`src/rtl/stream_credit_tx.sv`:
```
// stream_credit_tx
//   Transmitter end of a credit-based link. Beats accepted from an upstream
//   valid/ready producer are launched downstream as a registered valid+data
//   pulse. The downstream side has no ready; instead, the receiver returns
//   one credit pulse per buffer entry it frees. Because ready_in is derived
//   only from the local credit register, the long-haul path carries no
//   combinational ready.
//
// Ports
//   clk            in   rising-edge clock
//   reset          in   asynchronous active-low reset (0 = in reset)
//   valid_in       in   upstream beat valid
//   ready_in       out  a beat can be accepted this cycle (credit_cnt != 0)
//   data_in        in   upstream payload
//   valid_out      out  one-cycle downstream strobe per launched beat
//   data_out       out  downstream payload, meaningful when valid_out=1
//   credit_return  in   receiver freed one entry this cycle
//   credits_avail  out  current credit count
//   credit_err     out  sticky: credit returned while count already full
module stream_credit_tx #(
  parameter type         T       = logic [7:0],
  parameter int unsigned CREDITS = 2,
  parameter int unsigned CW      = $clog2(CREDITS + 1)
) (
  input  logic          clk,
  input  logic          reset,
  input  logic          valid_in,
  output logic          ready_in,
  input  T              data_in,
  output logic          valid_out,
  output T              data_out,
  input  logic          credit_return,
  output logic [CW-1:0] credits_avail,
  output logic          credit_err
);

  localparam logic [CW-1:0] MAX_CNT = CW'(CREDITS);
  localparam logic [CW-1:0] ONE     = CW'(1);

  logic [CW-1:0] r_credit_cnt;
  logic          r_valid;
  T              r_data;
  logic          r_err;

  logic          w_accept;
  logic [CW-1:0] w_cnt_nxt;
  logic          w_overflow;

  assign ready_in      = (r_credit_cnt != '0);
  assign w_accept      = valid_in && ready_in;
  assign valid_out     = r_valid;
  assign data_out      = r_data;
  assign credits_avail = r_credit_cnt;
  assign credit_err    = r_err;

  // A return that coincides with an accept is consumed by that accept, so
  // only a lone return against a full counter counts as an overflow.
  always_comb begin
    w_cnt_nxt  = r_credit_cnt;
    w_overflow = 1'b0;
    case ({w_accept, credit_return})
      2'b10: w_cnt_nxt = r_credit_cnt - ONE;
      2'b01: begin
        if (r_credit_cnt == MAX_CNT) begin
          w_overflow = 1'b1;
        end else begin
          w_cnt_nxt = r_credit_cnt + ONE;
        end
      end
      default: w_cnt_nxt = r_credit_cnt;
    endcase
  end

  always_ff @(posedge clk or negedge reset) begin
    if (!reset) begin
      r_credit_cnt <= MAX_CNT;
      r_valid      <= 1'b0;
      r_data       <= '0;
      r_err        <= 1'b0;
    end else begin
      r_valid      <= w_accept;
      r_credit_cnt <= w_cnt_nxt;
      if (w_accept) begin
        r_data <= data_in;
      end
      if (w_overflow) begin
        r_err <= 1'b1;
      end
    end
  end

endmodule

```
`config.mk`:
```
export PLATFORM = sky130hd
export DESIGN_NAME = stream_credit_tx
export DESIGN_NICKNAME = d
export VERILOG_FILES = /design/src/rtl/stream_credit_tx.sv
export SDC_FILE = /design/constraint.sdc
export NUM_CORES = 1
export LEC_CHECK = 0
export ABC_AREA = 0
export ABC_CLOCK_PERIOD_IN_PS = 2700
export CELL_PAD_IN_SITES_DETAIL_PLACEMENT = 1
export CELL_PAD_IN_SITES_GLOBAL_PLACEMENT = 2
export CORE_UTILIZATION = 26
export DETAILED_ROUTE_END_ITERATION = 6
export GPL_TIMING_DRIVEN = 0
export PLACE_DENSITY_LB_ADDON = 0.05
export SETUP_SLACK_MARGIN = 0.02
export SLEW_MARGIN = 0
export SYNTH_ARGS = -nofsm -noshare
export SYNTH_HDL_FRONTEND = slang
export SYNTH_SLANG_ARGS = --single-unit
```
`constraint.sdc`:
```
create_clock -name clk -period 2.7 [get_ports clk]
set_input_delay 0.27 -clock clk [delete_from_list [all_inputs] [get_ports clk]]
set_output_delay 0.27 -clock clk [all_outputs]
set_load 0.05 [all_outputs]
```
==> results of run 1 <==
==> critical path: stages (launching register included) <==
cell and delay [ps]:
dfstp_2 590, or2_4 170, clkdlybuf4s50_1 800
==> flip-flops by register name, summed over array words and instances, names as in the netlist <==
| name | cells |
|---|---|
| valid_out | 1 |
| data_out | 8 |
| credits_avail | 2 |
| credit_err | 1 |
==> worst max path at each step <==
stage | endpoint | cells past startpoint | startpoint | slack (ps)
after floorplan | data_out[0]$_DFFE_PN0P_ | 3 | credits_avail[0]$_DFFE_PN0P_ | 1130
after global placement | ready_in | 2 | credits_avail[1]$_DFFE_PN1P_ | 890
after detailed placement | ready_in | 2 | credits_avail[1]$_DFFE_PN1P_ | 890
after CTS | ready_in | 2 | credits_avail[1]$_DFFE_PN1P_ | 580
after global routing | ready_in | 2 | credits_avail[1]$_DFFE_PN1P_ | 540
final | ready_in | 2 | credits_avail[1]$_DFFE_PN1P_ | 600
==> area by class of cell <==
class                           instances  share of cell area [%]
Timing Repair Buffer                   24                   29.00
Multi-Input combinational cell         21                   26.28
Tap cell                               25                   3.776
Clock buffer                            4                   3.172
Sequential cell                        12                   36.40
Inverter                                3                   1.360
==> layout by cell type, fill, tap and decap left out, types with 2 or more instances in the layout <==
cell type / n
mux2_4: 8
clkdlybuf4s50_1: 24
nand2b_1: 2
inv_1: 3
dfrtp_1: 11
clkbuf_4: 3
a21oi_1: 2
==> per-layer routing <==
metal | wire length [um] | global-route usage, % | vias up
li1 | - | - | 177
met1 | 511 | 15.60 | 182
met2 | 469 | 15.83 | 19
met3 | 88 | 4.231 | 0
met4 | 0 | 5.143 | 0
met5 | 0 | 0 | -
==> logic make-up (layout without fill, tap and decap cells) <==
kind of cell	count (synthesis)	in the layout	share of synthesized area, %
simple gates	8	8	11.56
flops	12	12	56.84
compound gates	4	4	4.954
mux	9	9	24.53
buf+inv	3	31	2.122
==> synth_stat cells (all sizes together) <==
master,n
nand2b,2
nor2b,1
a21oi,2
a22oi,1
mux2,8
or2,2
dfstp,1
inv,3
mux2i,1
a31o,1
dfrtp,11
nand2,2
nor2,1
==> stage by stage <==
stage          cells  hold slack (ps)  utilization [%]  area, um^2  worst slack [ps]
2_1_floorplan     36           -25.59                -       530.5              1125
3_3_place_gp      85            453.2            44.06       802.0             889.6
3_5_place_dp      85            461.4            44.06       802.0             887.1
4_1_cts           89            360.1            45.50       828.3             581.2
5_1_grt           89            379.9            45.50       828.3             542.9
6_report          89            344.9            45.50       828.3             602.4
==> impl_metrics.csv, run 1 <==
group,metric,value,unit
route,firstDrtPassIters,2,
yosys,netlist.area_leader.share,51.89,%
yosys,synth_cells,36,
clocking,cts_sinks,12,
sta,maxSlewViolCount,0,
global_route,gr-total-overflow,0,
yosys,syn_nets,48,
critical_path,critPathLaunchType,"flip-flop",
critical_path,endpoint_kind,"output pin",
critical_path,cp.required,2430,ps
yosys,synth.area.top_cells,"dfrtp_1, mux2_4, dfstp_2",
sta,fmax,476.7,MHz
min_path,hold_class,"in -> async",
clocking,htreeDepth,1,
floorplanning,start_util,29.14,%
floorplanning,dieArea,2225,um^2
floorplanning,core_area,1821,um^2
floorplanning,ios,25,
critical_path,path_class,"reg -> out",
global_route,grt_pass1_wl,1697,um
yosys,ys_ff_latch,12,
critical_path,cp.arrival,1830,ps
sta,slew_headroom,64.32,%
global_route,grt_max_degree,13,
yosys,synth.largest_area_cell,"dfrtp_1",
clocking,cts_buffers,3,
layout,antenna_cells,0,
global_route,track_usage,11.37,%
clocking,cts_tree,"built",
sta,worstMarginPinSlew,533.6,ps
yosys,yosysWarnings,0,
sta,finalHoldViolCount,0,
sta,grt_setup_unrepaired,"false",
clocking,cts_root_buffer,"clkbuf_4",
clocking,clk_pin_slew,80,ps
critical_path,rr_endpoint,"data_out[3]$_DFFE_PN0P_",
clocking,cts.repair.resized,0,
run,drv_cap,0,
route,wl_per_cell,12.02,um
placement,gp_congestion,0.6740,
sta,fin_crit_sh,77.69,%
sta,finalSetupTns,0,ps
route,drc,0,
status,outcome,"finished, final reports clean",
floorplanning,die_w,47.17,um
route,drt_wl_total,1070,um
critical_path,crit_path_max_fanout,7,
layout,fill_cells,204,
clocking,holdBufCountCts,0,
clocking,clk_latency,270,ps
clocking,post_cts.repair.setup_buffers,0,
layout,drive_gt1_share,23.44,%
layout,regArea,301.5,um^2
floorplanning,fp.dieH,47.17,um
clocking,clk_path_buf_depth,2,
sta,post-route-min-period,2098,ps
critical_path,reg2reg_depth,3,
route,viasPerCell,4.247,
global_route,antenna_found_initial,0,
route,vias,378,
yosys,ys_types,15,
floorplanning,rows,15,
placement,portBuffers,24,
critical_path,ff2ff_setup_slack,1370,ps
critical_path,reg2reg_from,"credits_avail[0]$_DFFE_PN0P_",
yosys,syn-cell-area,530.5,um^2
global_route,grt_pass1_vias,376,
sta,fin_skew,5.361,ps
layout,nets,77,
layout,syn_to_final_growth,56.13,%
yosys,seq_area_frac_synth,56.84,%
layout,multi_input_area,217.7,um^2
sta,setup_violations,0,
yosys,syn_avg_cell_area,14.74,um^2
route,drtIter0Drc,1,
route,ant_nets,0,
Power of run 1 is left out: the tool's default activity adds up to more than one toggle a clock period on the data nets, which glitch-free logic cannot reach.
==> inputs of run 2 (changes only) <==
--- a/config.mk
+++ b/config.mk
@@ -6,10 +6,10 @@
 export NUM_CORES = 1
 export LEC_CHECK = 0
 export ABC_AREA = 0
-export ABC_CLOCK_PERIOD_IN_PS = 2700
+export ABC_CLOCK_PERIOD_IN_PS = 1870
 export CELL_PAD_IN_SITES_DETAIL_PLACEMENT = 1
 export CELL_PAD_IN_SITES_GLOBAL_PLACEMENT = 2
-export CORE_UTILIZATION = 26
+export CORE_UTILIZATION = 22
 export DETAILED_ROUTE_END_ITERATION = 6
 export GPL_TIMING_DRIVEN = 0
 export PLACE_DENSITY_LB_ADDON = 0.05
==> constraint.sdc (replaced) <==
create_clock -name clk -period 1.87 [get_ports clk]
set_input_delay 0.187 -clock clk [delete_from_list [all_inputs] [get_ports clk]]
set_output_delay 0.187 -clock clk [all_outputs]
set_load 0.05 [all_outputs]
==> impl_metrics.csv, run 2 (same netlist as run 1, synthesis figures left out) <==
group,metric,value,unit
status,outcome,"finished, final reports clean",
floorplanning,rows,17,
sta,setup_violations,0,
floorplanning,fp.dieH,51.11,um
layout,regArea,301.5,um^2
sta,worstMarginPinSlew,606.1,ps
sta,finalSetupTns,0,ps
global_route,gr-total-overflow,0,
clocking,cts_sinks,12,
sta,hold_ws,288.9,ps
sta,grt_setup_unrepaired,"false",
route,viasPerCell,4.152,
global_route,grt_pass1_vias,364,
critical_path,cp.required,1680,ps
clocking,clk_pin_slew,80,ps
global_route,track_usage,10.60,%
sta,post-route-min-period,1751,ps
layout,nets,77,
layout,layout_common_cells,"clkdlybuf4s50_1, dfrtp_1, mux2_4",
placement,placedCellCount,88,
clocking,cts_root_buffer,"clkbuf_4",
sta,slew_headroom,59.47,%
critical_path,endpoint_kind,"output pin",
global_route,grt_max_degree,13,
sta,layout_setup_ws,118.7,ps
placement,dp_hpwl,845.6,um
critical_path,cp.arrival,1560,ps
route,wl_per_cell,12.87,um
critical_path,critPathLaunchType,"flip-flop",
layout,largest_reg_flops,8,
sta,fin_skew,0.9467,ps
critical_path,crit_path_max_fanout,7,
global_route,grt_pass1_wl,1890,um
sta,fmax,571.0,MHz
layout,multi_input_area,217.7,um^2
critical_path,cpPeakStageDelay,600,ps
floorplanning,core_area,2233,um^2
route,drtIter0Drc,1,
sta,finalHoldViolCount,0,
layout,syn_to_final_growth,56.84,%
layout,fill_cells,261,
clocking,cts_tree,"built",
sta,maxSlewViolCount,0,
clocking,cts_buffers,3,
critical_path,crit_chain,"or2_4 -> dlygate4sd2_1",
route,drc,0,
global_route,antenna_found_initial,0,
clocking,post_cts.repair.setup_buffers,0,
critical_path,critical_path.slowest_cell,"dfstp_2",
placement,pre_cts_ws,138.6,ps
route,drt_wl_total,1184,um
layout,drive_gt1_share,23.44,%
placement,portBuffers,24,
critical_path,ff2ff_setup_slack,550,ps
critical_path,path_buf_inv,1,
clocking,htreeDepth,1,
floorplanning,die_w,51.11,um
critical_path,path_class,"reg -> out",
route,ant_nets,0,
sta,fin_crit_sh,93.65,%
min_path,hold_class,"in -> async",
layout,final_common_cell,"clkdlybuf4s50_1",
floorplanning,dieArea,2612,um^2
route,firstDrtPassIters,2,
clocking,holdBufCountCts,0,
layout,antenna_cells,0,
floorplanning,start_util,23.75,%
clocking,clk_path_buf_depth,2,
floorplanning,ios,25,
critical_path,cpLargestDelayFamily,"flip-flops",
placement,gp_congestion,0.6010,
clocking,clk_latency,270,ps
layout,layoutNonFillerInstCount,92,
run,drv_cap,0,
route,vias,382,
run 2: changes by cell type in the layout (fill, tap and decap cells not counted), sizes merged:
cell | before | now
dlymetal6s2s | 0 | 1
clkdlybuf4s50 | 24 | 21
dlygate4sd2 | 0 | 2
run 2: final timing paths:
path                                                end  depth (start not counted)                          from
worst max register to register  data_out[5]$_DFFE_PN0P_                          3  credits_avail[0]$_DFFE_PN0P_
worst min register to register   credit_err$_DFFE_PN0P_                          1        credit_err$_DFFE_PN0P_
max in group asynchronous       data_out[4]$_DFFE_PN0P_                          1                         reset
min in group clk                 credit_err$_DFFE_PN0P_                          1        credit_err$_DFFE_PN0P_
worst max-delay path                           ready_in                          2  credits_avail[1]$_DFFE_PN1P_
worst min-delay path            data_out[2]$_DFFE_PN0P_                          1                         reset
run 2: routing by layer:
| layer | global-route usage (%) | vias to the layer above | wire [um] |
|---|---|---|---|
| met5 | 0 | - | 0 |
| met3 | 4.167 | 0 | 76 |
| met4 | 5.556 | 0 | 0 |
| li1 | - | 179 | - |
| met2 | 14.25 | 13 | 559 |
| met1 | 14.31 | 190 | 548 |
run 2: area by class of cell:
type,instances,share of cell area [%]
Inverter,3,1.353
Multi-Input combinational cell,21,26.17
Timing Repair Buffer,24,28.87
Sequential cell,12,36.24
Clock buffer,4,3.158
Tap cell,28,4.211
run 2: stage by stage:
step / area [um^2] / util [%]
after global routing: 832.0 / 37.25
final: 832.0 / 37.25
after detailed placement: 805.8 / 36.08
after global placement: 805.8 / 36.08
after floorplan: 530.5 / -
after CTS: 829.5 / 37.14
run 2: repair_timing:
action / in CTS / in global routing
cloned: 0 / 0
setup endpoints to repair: 2 / 1
hold endpoints to repair: 0 / 0
resized for setup: 2 / 1
Power of run 2 is left out for the same reason.
==> inputs of run 3 (changes only) <==
--- a/config.mk
+++ b/config.mk
@@ -9,8 +9,9 @@
 export ABC_CLOCK_PERIOD_IN_PS = 1870
 export CELL_PAD_IN_SITES_DETAIL_PLACEMENT = 1
 export CELL_PAD_IN_SITES_GLOBAL_PLACEMENT = 2
-export CORE_UTILIZATION = 22
+export CORE_UTILIZATION = 32
 export DETAILED_ROUTE_END_ITERATION = 6
+export DONT_BUFFER_PORTS = 1
 export GPL_TIMING_DRIVEN = 0
 export PLACE_DENSITY_LB_ADDON = 0.05
 export SETUP_SLACK_MARGIN = 0.02
==> impl_metrics.csv, run 3 (same netlist as run 1, synthesis figures left out) <==
group,metric,value,unit
clocking,cts_tree,"built",
layout,final_area,596.8,um^2
sta,maxSlewViolCount,0,
critical_path,cp.arrival,1840,ps
run,drv_cap,0,
layout,fin_util,39.16,%
floorplanning,rows,14,
clocking,cts_sinks,12,
floorplanning,core_area,1524,um^2
layout,final_common_cell,"dfrtp_1",
critical_path,startpoint,"credits_avail[0]$_DFFE_PN0P_",
clocking,cts_buffers,3,
clocking,clk_pin_slew,70,ps
sta,post-route-min-period,1680,ps
sta,fmax,595.1,MHz
route,viasPerCell,5.281,
critical_path,reg2reg_depth,3,
global_route,grt_pass1_wl,1676,um
layout,multi_input_area,217.7,um^2
placement,gp_congestion,0.6955,
placement,portBuffers,0,
route,firstDrtPassIters,2,
layout,syn_to_final_growth,12.50,%
sta,fin_crit_sh,89.86,%
sta,finalHoldViolCount,0,
placement,dpl_cell_area,550.5,um^2
sta,setup_violations,0,
layout,fill_cells,157,
global_route,track_usage,13.16,%
layout,layout_common_cells,"dfrtp_1, mux2_4, inv_1, clkbuf_4",
global_route,grt_max_degree,13,
sta,worstMarginPinSlew,638.6,ps
layout,nets,54,
layout,largest_reg_flops,8,
clocking,clk_path_buf_depth,2,
global_route,gr-total-overflow,0,
sta,grt_setup_unrepaired,"false",
clocking,cts.repair.resized,0,
critical_path,crit_path_max_fanout,9,
route,vias,301,
global_route,grt_pass1_vias,335,
critical_path,cp.required,2030,ps
placement,pre_cts_ws,205.1,ps
floorplanning,fp.dieH,42.72,um
critical_path,ff2ff_setup_slack,190,ps
critical_path,cp-endpoint,"data_out[0]$_DFFE_PN0P_",
clocking,htreeDepth,1,
layout,antenna_cells,0,
critical_path,path_class,"reg -> reg",
floorplanning,start_util,34.81,%
layout,regArea,301.5,um^2
critical_path,endpoint_kind,"flip-flop",
critical_path,critPathLaunchType,"flip-flop",
route,ant_nets,0,
min_path,hold_class,"in -> reg",
layout,drive_gt1_share,39.02,%
critical_path,rr_endpoint,"data_out[0]$_DFFE_PN0P_",
sta,slew_headroom,57.43,%
sta,layout_setup_ws,189.6,ps
status,outcome,"finished, final reports clean",
floorplanning,dieArea,1825,um^2
sta,finalSetupTns,0,ps
clocking,clk_latency,270,ps
global_route,antenna_found_initial,0,
placement,dp_hpwl,754.8,um
critical_path,reg2reg_from,"credits_avail[0]$_DFFE_PN0P_",
clocking,cts_root_buffer,"clkbuf_4",
route,drtIter0Drc,4,
route,wl_per_cell,17.77,um
route,drt_wl_total,1013,um
floorplanning,die_w,42.72,um
sta,fin_skew,1.522,ps
floorplanning,ios,25,
route,drc,0,
## run 3: cell types whose count changed in the layout (fill, tap and decap cells not counted)
| cell | change |
|---|---|
| clkbuf_8 | +1 |
| dlymetal6s2s_1 | -1 |
| clkbuf_1 | -1 |
| dlygate4sd3_1 | +1 |
| clkdlybuf4s50_1 | -21 |
| dlygate4sd2_1 | -2 |
## run 3: layout make-up
| class | instances | share of cell area [%] |
|---|---|---|
| sequential | 12 | 50.52 |
| inverter | 3 | 1.887 |
| timing repair buffer | 1 | 1.677 |
| multi-input combinational | 21 | 36.48 |
| clock buffer | 4 | 6.080 |
| tap | 16 | 3.354 |
## run 3: worst min path at each step
| stage | start | to | slack [ps] | depth (start not counted) |
|---|---|---|---|---|
| after floorplan | reset | credit_err$_DFFE_PN0P_ | -110 | 0 |
| after detailed placement | reset | data_out[1]$_DFFE_PN0P_ | -110 | 0 |
| after global placement | reset | data_out[7]$_DFFE_PN0P_ | -110 | 0 |
| final | data_in[4] | data_out[4]$_DFFE_PN0P_ | 60 | 1 |
| after CTS | data_in[2] | data_out[2]$_DFFE_PN0P_ | 50 | 1 |
| after global routing | data_in[4] | data_out[4]$_DFFE_PN0P_ | 50 | 1 |
## run 3: metrics by stage
stage | cells | hold WS [ps]
2_1_floorplan | 36 | -108.6
3_3_place_gp | 52 | -108.4
3_5_place_dp | 52 | -108.4
4_1_cts | 57 | 48.16
5_1_grt | 57 | 45.09
6_report | 57 | 62.13
## run 3: repair_timing
action	4_1_cts	5_1_grt
setup buffers	0	0
endpoints found under the hold margin	12	0
hold buffers	1	0
## run 3: layer usage
| layer | routed length (um) | track usage [%] | part of all wire [%] |
|---|---|---|---|
| met1 | 382 | 15.47 | 38 |
| met2 | 528 | 19.09 | 52 |
| met3 | 102 | 5.532 | 10 |
| met4 | 0 | 9.375 | 0 |
| met5 | 0 | 0 | 0 |
## run 3: worst max-delay path, cell delays in order, from the launching register on
cell and delay, ps:
dfrtp_1 750, or2_4 370, nand2_8 120, mux2_4 310
Power of run 3 is left out for the same reason.
